==> config.mk <==
export PLATFORM = sky130hd
export DESIGN_NAME = phase_accumulator
export DESIGN_NICKNAME = d
export VERILOG_FILES = /design/src/rtl/phase_accumulator.sv
export SDC_FILE = /design/constraint.sdc
export NUM_CORES = 1
export LEC_CHECK = 0
export ABC_AREA = 0
export CAP_MARGIN = 20
export CELL_PAD_IN_SITES_DETAIL_PLACEMENT = 1
export CELL_PAD_IN_SITES_GLOBAL_PLACEMENT = 1
export CORE_ASPECT_RATIO = 1.75
export CORE_MARGIN = 2
export CORE_UTILIZATION = 46
export CTS_CLUSTER_SIZE = 10
export DETAILED_ROUTE_END_ITERATION = 8
export MAX_ROUTING_LAYER = met4
export PLACE_DENSITY = 0.89
export SYNTH_ARGS = -nofsm -noshare
export SYNTH_HDL_FRONTEND = slang
export SYNTH_SLANG_ARGS = --single-unit
export TNS_END_PERCENT = 1
==> constraint.sdc <==
create_clock -name clk -period 8.2 [get_ports clk]
set_input_delay 1.64 -clock clk [delete_from_list [all_inputs] [get_ports clk]]
set_output_delay 1.64 -clock clk [all_outputs]
set_load 0.02 [all_outputs]
==> src/rtl/phase_accumulator.sv <==
// phase_accumulator: MIDI note -> 16-bit phase increment NCO front end.
// Accepts a note over a valid/ready handshake, looks up the equal-tempered
// increment, glides the live increment toward it and integrates it on ce.
module phase_accumulator #(
    parameter int ACC_W = 16
) (
    input  logic             clk,
    input  logic             rst,
    input  logic             ce,
    input  logic             note_valid,
    output logic             note_ready,
    input  logic [6:0]       note,
    input  logic             retrig,
    input  logic [3:0]       glide,
    output logic [6:0]       phase_out,
    output logic             wrap,
    output logic [ACC_W-1:0] inc_out
);

    typedef enum logic {IDLE = 1'b0, LOOKUP = 1'b1} state_t;

    state_t           state_q, state_d;
    logic [6:0]       note_q, note_d;
    logic             retrig_q, retrig_d;
    logic [ACC_W-1:0] target_q, target_d;
    logic [ACC_W-1:0] cur_inc_q, cur_inc_d;
    logic [ACC_W-1:0] acc_q, acc_d;
    logic             wrap_q, wrap_d;
    logic             pend_q, pend_d;

    // Octave-0 increments for the twelve semitones, round(32768*2^(s/12)).
    function automatic logic [ACC_W-1:0] base_lut(input logic [6:0] s);
        case (s)
            7'd0:    base_lut = 16'd32768;
            7'd1:    base_lut = 16'd34716;
            7'd2:    base_lut = 16'd36781;
            7'd3:    base_lut = 16'd38968;
            7'd4:    base_lut = 16'd41285;
            7'd5:    base_lut = 16'd43740;
            7'd6:    base_lut = 16'd46341;
            7'd7:    base_lut = 16'd49097;
            7'd8:    base_lut = 16'd52016;
            7'd9:    base_lut = 16'd55109;
            7'd10:   base_lut = 16'd58386;
            default: base_lut = 16'd61858;
        endcase
    endfunction

    // Note decomposition and table shift; divide by a constant stays combinational.
    logic [6:0]       oct_w, semi_w;
    logic [3:0]       shamt_w;
    logic [ACC_W-1:0] lut_inc_w;
    assign oct_w     = note_q / 7'd12;
    assign semi_w    = note_q % 7'd12;
    assign shamt_w   = 4'd10 - oct_w[3:0];
    assign lut_inc_w = base_lut(semi_w) >> shamt_w;

    // Handshake FSM: IDLE accepts a note, LOOKUP registers its target increment.
    always_comb begin
        state_d    = state_q;
        note_d     = note_q;
        retrig_d   = retrig_q;
        target_d   = target_q;
        note_ready = 1'b0;
        case (state_q)
            IDLE: begin
                note_ready = 1'b1;
                if (note_valid) begin
                    note_d   = note;
                    retrig_d = retrig;
                    state_d  = LOOKUP;
                end
            end
            default: begin
                target_d = lut_inc_w;
                state_d  = IDLE;
            end
        endcase
    end

    // Glide, accumulate and retrigger for one sample (applied only when ce).
    // The add uses the increment produced by this same sample's glide step, so
    // a freshly reached pitch is integrated immediately; a target written on
    // this edge is not seen until the next ce. wrap is a one-clk pulse and is
    // dropped on non-ce cycles so oscillator sync sees a single edge.
    logic signed [ACC_W:0] diff_w, step_w, inc_sum_w;
    logic [ACC_W:0]        acc_sum_w;
    always_comb begin
        diff_w    = $signed({1'b0, target_q}) - $signed({1'b0, cur_inc_q});
        step_w    = diff_w >>> glide;
        if (step_w == '0 && diff_w != '0)
            step_w = diff_w[ACC_W] ? -17'sd1 : 17'sd1;
        inc_sum_w = $signed({1'b0, cur_inc_q}) + step_w;
        cur_inc_d = cur_inc_q;
        acc_d     = acc_q;
        wrap_d    = 1'b0;
        acc_sum_w = '0;
        if (ce) begin
            cur_inc_d = (glide == 4'd0) ? target_q : inc_sum_w[ACC_W-1:0];
            acc_sum_w = {1'b0, acc_q} + {1'b0, cur_inc_d};
            if (pend_q) begin
                acc_d = '0;
            end else begin
                acc_d  = acc_sum_w[ACC_W-1:0];
                wrap_d = acc_sum_w[ACC_W];
            end
        end
        // A retrigger latched this cycle survives a simultaneous ce.
        if (state_q == LOOKUP && retrig_q)
            pend_d = 1'b1;
        else if (ce)
            pend_d = 1'b0;
        else
            pend_d = pend_q;
    end

    // State and datapath registers.
    always_ff @(posedge clk or posedge rst) begin
        if (rst) begin
            state_q   <= IDLE;
            note_q    <= '0;
            retrig_q  <= 1'b0;
            target_q  <= '0;
            cur_inc_q <= '0;
            acc_q     <= '0;
            wrap_q    <= 1'b0;
            pend_q    <= 1'b0;
        end else begin
            state_q   <= state_d;
            note_q    <= note_d;
            retrig_q  <= retrig_d;
            target_q  <= target_d;
            cur_inc_q <= cur_inc_d;
            acc_q     <= acc_d;
            wrap_q    <= wrap_d;
            pend_q    <= pend_d;
        end
    end

    assign phase_out = acc_q[ACC_W-1 -: 7];
    assign wrap      = wrap_q;
    assign inc_out   = cur_inc_q;

endmodule

; Word-level counts from Yosys, hierarchy flattened
; Memory sizes are Yosys's and may differ from the RTL's.
; Cells that the tools add are included.
[op_classes]
div_mod_pow = 2
n_shift = 2
n_reduce_logical = 8
muxes = 12
n_bitwise = 1
addsub = 4
[ops]
columns = cell, n
row1 = 16-bit two-way mux, 5
row2 = 16-bit by 16-bit adder with 17-bit output, 1
row3 = 17-bit zero test, 1
row4 = 17-bit nonzero test, 1
row5 = 17-bit by 4-bit >>> shifter with 17-bit output, 1
row6 = 16-bit by 16-bit subtractor with 17-bit output, 1
row7 = 16-bit adder, 1
row8 = 16-bit by 4-bit >> shifter with 16-bit output, 1
row9 = "7-bit by 4-bit divider with 7-bit output, second input constant", 1
row10 = "7-bit by 4-bit remainder unit with 7-bit output, second input constant", 1
row11 = 1-bit two-way mux, 7
row12 = 4-bit zero test, 1
row13 = "4-bit subtractor, first input constant", 1
row14 = 3-bit zero test, 1
row15 = 1-bit logical AND, 2
row16 = 2-bit AND reduction, 1
row17 = 2-bit nonzero test, 1
row18 = 1-bit NOT, 1
[word_totals]
inputBits = 16
n_memories = 1
ff_bits = 59
romBits = 240
[memory_table]
columns = name, words, word_bits, read_ports, rd_clocked_by_memory_dff, wr, line
row1 = (no name shown), 16, 15, 1, 0, 0, 33  ; case (s)

; Depth between registers and ports, before layout
[logic_depth]
word_depth = 10
ltp_mapped = 35
mapped_depth_nobuf = 34

; Worst setup path before layout
; Ideal clock, no wire load.
[synth_path]
kind = input-to-reg
start = input port glide[1]
end = register wrap_q (netlist: wrap)
path_slack_ns = 1.148
path_buffers = 1
arrival_time_ns = 6.928
cell_stages = 28
cell_sequence = clkbuf_1 > clkinv_1 > or3_1 > a211o_1 > o211ai_1 > a211oi_1 > a221oi_2 > mux4_2 > nor2_1 > nand4bb_1 > o21ai_1 > ha_1 > fa_1 > a21o_1 > a21oi_1 > o21bai_1 > a21oi_1 > o21bai_1 > a21bo_2 > o41ai_1 > xor2_1 > a21oi_1 > ha_1 > and3_1 > a21oi_1 > o21ai_1 > o31a_1 > o31a_1
[synth_via]
elab_chain_len = 9
[synth_lines]
columns = item, line
row1 = "start, declared", 14  ; input logic [3:0] glide,
row2 = 17-bit by 4-bit >>> shifter with 17-bit output, 90  ; step_w = diff_w >>> glide;
row3 = 17-bit zero test, 91  ; if (step_w == '0 && diff_w != '0)
row4 = 1-bit logical AND, 91
row5 = 16-bit two-way mux, 91
row6 = 16-bit adder, 93  ; inc_sum_w = $signed({1'b0, cur_inc_q}) + step_w;
row7 = 16-bit two-way mux (*), 99  ; cur_inc_d = (glide == 4'd0) ? target_q : inc_sum_w[ACC_W-1:0];
row8 = 16-bit by 16-bit adder with 17-bit output (*), 100  ; acc_sum_w = {1'b0, acc_q} + {1'b0, cur_inc_d};
row9 = 1-bit two-way mux (*), 101  ; if (pend_q) begin
row10 = 1-bit two-way mux (*), 98  ; if (ce) begin
row11 = via wrap_d, 28  ; logic wrap_q, wrap_d;
row12 = "end signal, assigned", 135  ; wrap_q <= wrap_d;
row13 = "end, declared", 28
; Mark *: on every way through the listed nets, which the timed path passes. The rest lies on a longest branch.
; A chain may end at the register's enable or synchronous reset.

; Final worst setup path
[layout_path]
start = input port glide[1]
end = register acc_q[15]
[layout_via]
elab_chain_len = 8
[layout_lines]
columns = item, line
row1 = 17-bit by 4-bit >>> shifter with 17-bit output, 90
row2 = 17-bit zero test, 91
row3 = 1-bit logical AND, 91
row4 = 16-bit two-way mux, 91
row5 = 16-bit adder, 93
row6 = 16-bit two-way mux (*), 99
row7 = 16-bit by 16-bit adder with 17-bit output (*), 100
row8 = 16-bit two-way mux (*), 101
row9 = "end signal, assigned", 125  ; acc_q <= '0;
row10 = "end signal, assigned", 134  ; acc_q <= acc_d;
row11 = "end, declared", 27  ; logic [ACC_W-1:0] acc_q, acc_d;
; Every way passes the cells marked *; elsewhere a longest branch is shown, timed or not.

==> metrics.md <==
| Metric | Value |
|---|---|
| Outcome | completed |
| Total negative slack | 0 ns |
| CP max FO | 4 |
| Setup Buffers After CTS | 0 |
| Clock tree buffer depth | 2 |
| DR vias | 6601 |
| Share of layout cells above drive strength 1 | 0.0838 |
| Worst Tran Pin Value | 0.795 ns |
| Initial Utilization | 0.465 |
| Met3 GRT Util | 0.0486 |
| Reg area | 1480 sq um |
| Root Driver | clkbuf_16 |
| Core area | 14200 sq um |
| Gr busiest metal | met2 |
| Max-slew violations | 0 |
| Area of the multi-input gates | approximately 4700 sq um |
| Final Util | 0.520 |
| DP Wirelength | 17300 microns |
| Filler Cell Count | 1788 |
| Sink Count | 59 |
| Cts bufs inserted | 9 |
| Die area | 15400 sq um |
| Asr flop ratio synth | 1.00 |
| Register-to-Register Path Depth | 32 |
| Cell mode on critical path | a21oi_1 |
| First-pass GRT wire length | 36200 microns |
| Drt total wl | 22500 microns |
| Largest net degree at the start of global routing | 60 |
| Met2 Usage GRT | 0.565 |
| Cell Rows | slightly below 60 |
| Worst skew pair latency | 0.34 ns |
| Number of synthesized register bits | 59 |
| Routability cong. | 0.953 |
| Max stage delay cell, worst path | clkdlybuf4s50_1 |
| Area growth syn-to-layout | 12.0% |
| Post-synth EDFFs | 0 |
| Nets | 930 |
| Post-synth cell types | 80 |
| Cts hold-fix bufs | 0 |
| DR vias/cell | 6.35 |
| Period utilization | 0.935 |
| Most common cell after layout, fill and taps aside | nor2_1 |
| Slew headroom | 0.456 |
| Ranking of synthesized cells by area | dfrtp_1 22%, ha_1 11%, a21oi_1 5.5%, nor2_1 4.3%, nand2_1 4.0% |
| CP startpoint kind | input port |
| Setup crit end kind | flop |
| Routed WL per cell | roughly 22 microns |
| GRT Total Usage | 0.312 |
| Most frequent cells in the layout | 76 x nor2_1, 73 x a21oi_1, 71 x nand2_1, 62 x inv_1, 59 x dfrtp_1 |
| I/O Buffers | 40 |
| Tightest Hold Check Type | reg2reg |
| # diodes | 0 |
| Hold_sp | pend_q$_DFFE_PP0P_ |
| CTS clk-pin slew, worst paths | 0.06 ns |
| Die W | ~95 microns |
| Drt drc | 0 |
| Post-CTS resize count | 0 |
| Final hold vios | 0 |
| Final cell count without fillers | between 1000 and 1500 |
| Setup repair after global routing missed its margin | no |
| Worst R2R Start | inc_out[5]$_DFFE_PP0P_ |
| Vias in the first global route | 7038 |
| Avg Cell Area, Syn | 7.92 sq um |
| CTS tree | built |
| Syn Nets | a little over 900 |
| Hold path endpoint | acc_q[0]$_DFFE_PP0P_ |
| Syn Inst Count | 835 |
| Top FF cell, synth | dfrtp_1 |
| # setup viols final | 0 |
| Reg2reg end | acc_q[15]$_DFFE_PP0P_ |
| Syn. warnings | 0 |
| Gr ovfl total | 0 |
| Maxcap violations | 0 |
| Synth Cell Area | between 6000 and 7000 sq um |
| H-tree depth | 3 |
| Placed Cells | 1023 |
| Worst path arrival time | 7.85 ns |
| Final Critical Period | 7.66 ns |
| WP data required | 8.38 ns |
| Synth area leader | dfrtp_1 |
| Crit Path Class | in2reg |
| Pre-Repair DR Iteration Count | 5 |
| # IOs | 41 |
| Critical path's largest stage delay | 0.48 ns |
| Clock skew | 0.00691 ns |
| Register-to-Register Setup Slack | 0.62 ns |
| M1 GR Usage | 0.295 |
| Routed Antenna Nets | 0 |
| FMAX | 130 MHz |
| Final hold slack | 0.443 ns |
| Antenna violations before repair | 0 |
| DIE HEIGHT | 163 microns |
| Register area share after synthesis | 0.223 |
| Initial DRC Count | 318 |
| Worst Hold Depth | 1 |
| Yosys top cell area share | 0.223 |
-- cell families (layout without fill, tap and decap cells) --
group | Yosys count | in the layout | synth area share
compound gates | 277 | 277 | 0.279
xor+xnor | 41 | 41 | 0.0543
fa+ha+maj | 59 | 59 | 0.115
buf+inv | 112 | 136 | 0.0694
flops | 59 | 59 | 0.223
mux | 48 | 48 | 0.0838
simple gates | 239 | 239 | 0.175
-- synthesized netlist by cell type, drive strengths merged (4+ instances only) --
master / n
xnor2: 23
o31ai: 7
a211oi: 16
a31oi: 7
clkbuf: 27
mux2i: 25
a21o: 11
o32ai: 6
mux4: 4
o21ai: 59
nor2: 76
o22ai: 13
nand2b: 14
and2: 6
o21a: 9
nand3: 18
o211ai: 13
a211o: 5
a21oi: 73
nand2: 71
and3: 8
o2bb2ai: 6
o21bai: 10
buf: 18
o221ai: 5
xor2: 18
or3: 7
ha: 56
a21boi: 4
nor3: 8
dfrtp: 59
or2: 6
inv: 65
mux2: 19
nor2b: 9
a221o: 4
-- final cells by class --
class	count	area share
clock buffers	10	0.0309
flip-flops and latches	59	0.199
repair buffers	54	0.0676
clock inverters	5	0.00423
well taps	180	0.0304
multi-input cells	664	0.633
inverters	67	0.0340
-- stage by stage --
step / cell area, sq um / setup slack [ns]
2_1_floorplan: 6610 / 1.15
3_3_place_gp: 7120 / 0.446
3_5_place_dp: 7120 / 0.137
4_1_cts: 7380 / 0.478
5_1_grt: 7400 / 0.0736
6_report: 7400 / 0.536
-- critical path: cells and delay by family --
| kind | cells | cell delay, ns |
|---|---|---|
| AO/OA/AOI/OAI | 16 | 2.97 |
| XOR/XNOR | 2 | 0.33 |
| buffers and inverters | 2 | 0.62 |
| multiplexers | 1 | 0.36 |
| adder cells (fa/ha/maj) | 3 | 0.86 |
| AND/OR/NAND/NOR | 6 | 1.06 |
-- layer usage --
| layer | vias up | share of wire | wire (microns) |
|---|---|---|---|
| met5 | - | 0 | 0 |
| met2 | 184 | 0.54 | 12300 |
| met3 | 101 | 0.033 | 741 |
| met1 | 3254 | 0.35 | 7880 |
| met4 | 0 | 0.072 | 1630 |
| li1 | 3062 | - | - |
-- state kept, by name, indices dropped and copies added (netlist names) --
signal    cells
state_q       1
retrig_q      1
acc_q        16
wrap          1
pend_q        1
inc_out      16
target_q     16
note_q        7
-- worst max-delay path by stage --
stage,start,to,slack (ns)
floorplan,glide[1],wrap$_DFF_PP0_,1.15
global placement,glide[1],wrap$_DFF_PP0_,0.45
detailed placement,glide[1],acc_q[14]$_DFFE_PP0P_,0.14
CTS,glide[1],acc_q[14]$_DFFE_PP0P_,0.48
global route,inc_out[0]$_DFFE_PP0P_,acc_q[14]$_DFFE_PP0P_,0.07
finish,glide[1],acc_q[15]$_DFFE_PP0P_,0.54
Power is left out: the tool's default activity adds up to more than one toggle a clock period on the data nets, which glitch-free logic cannot reach.
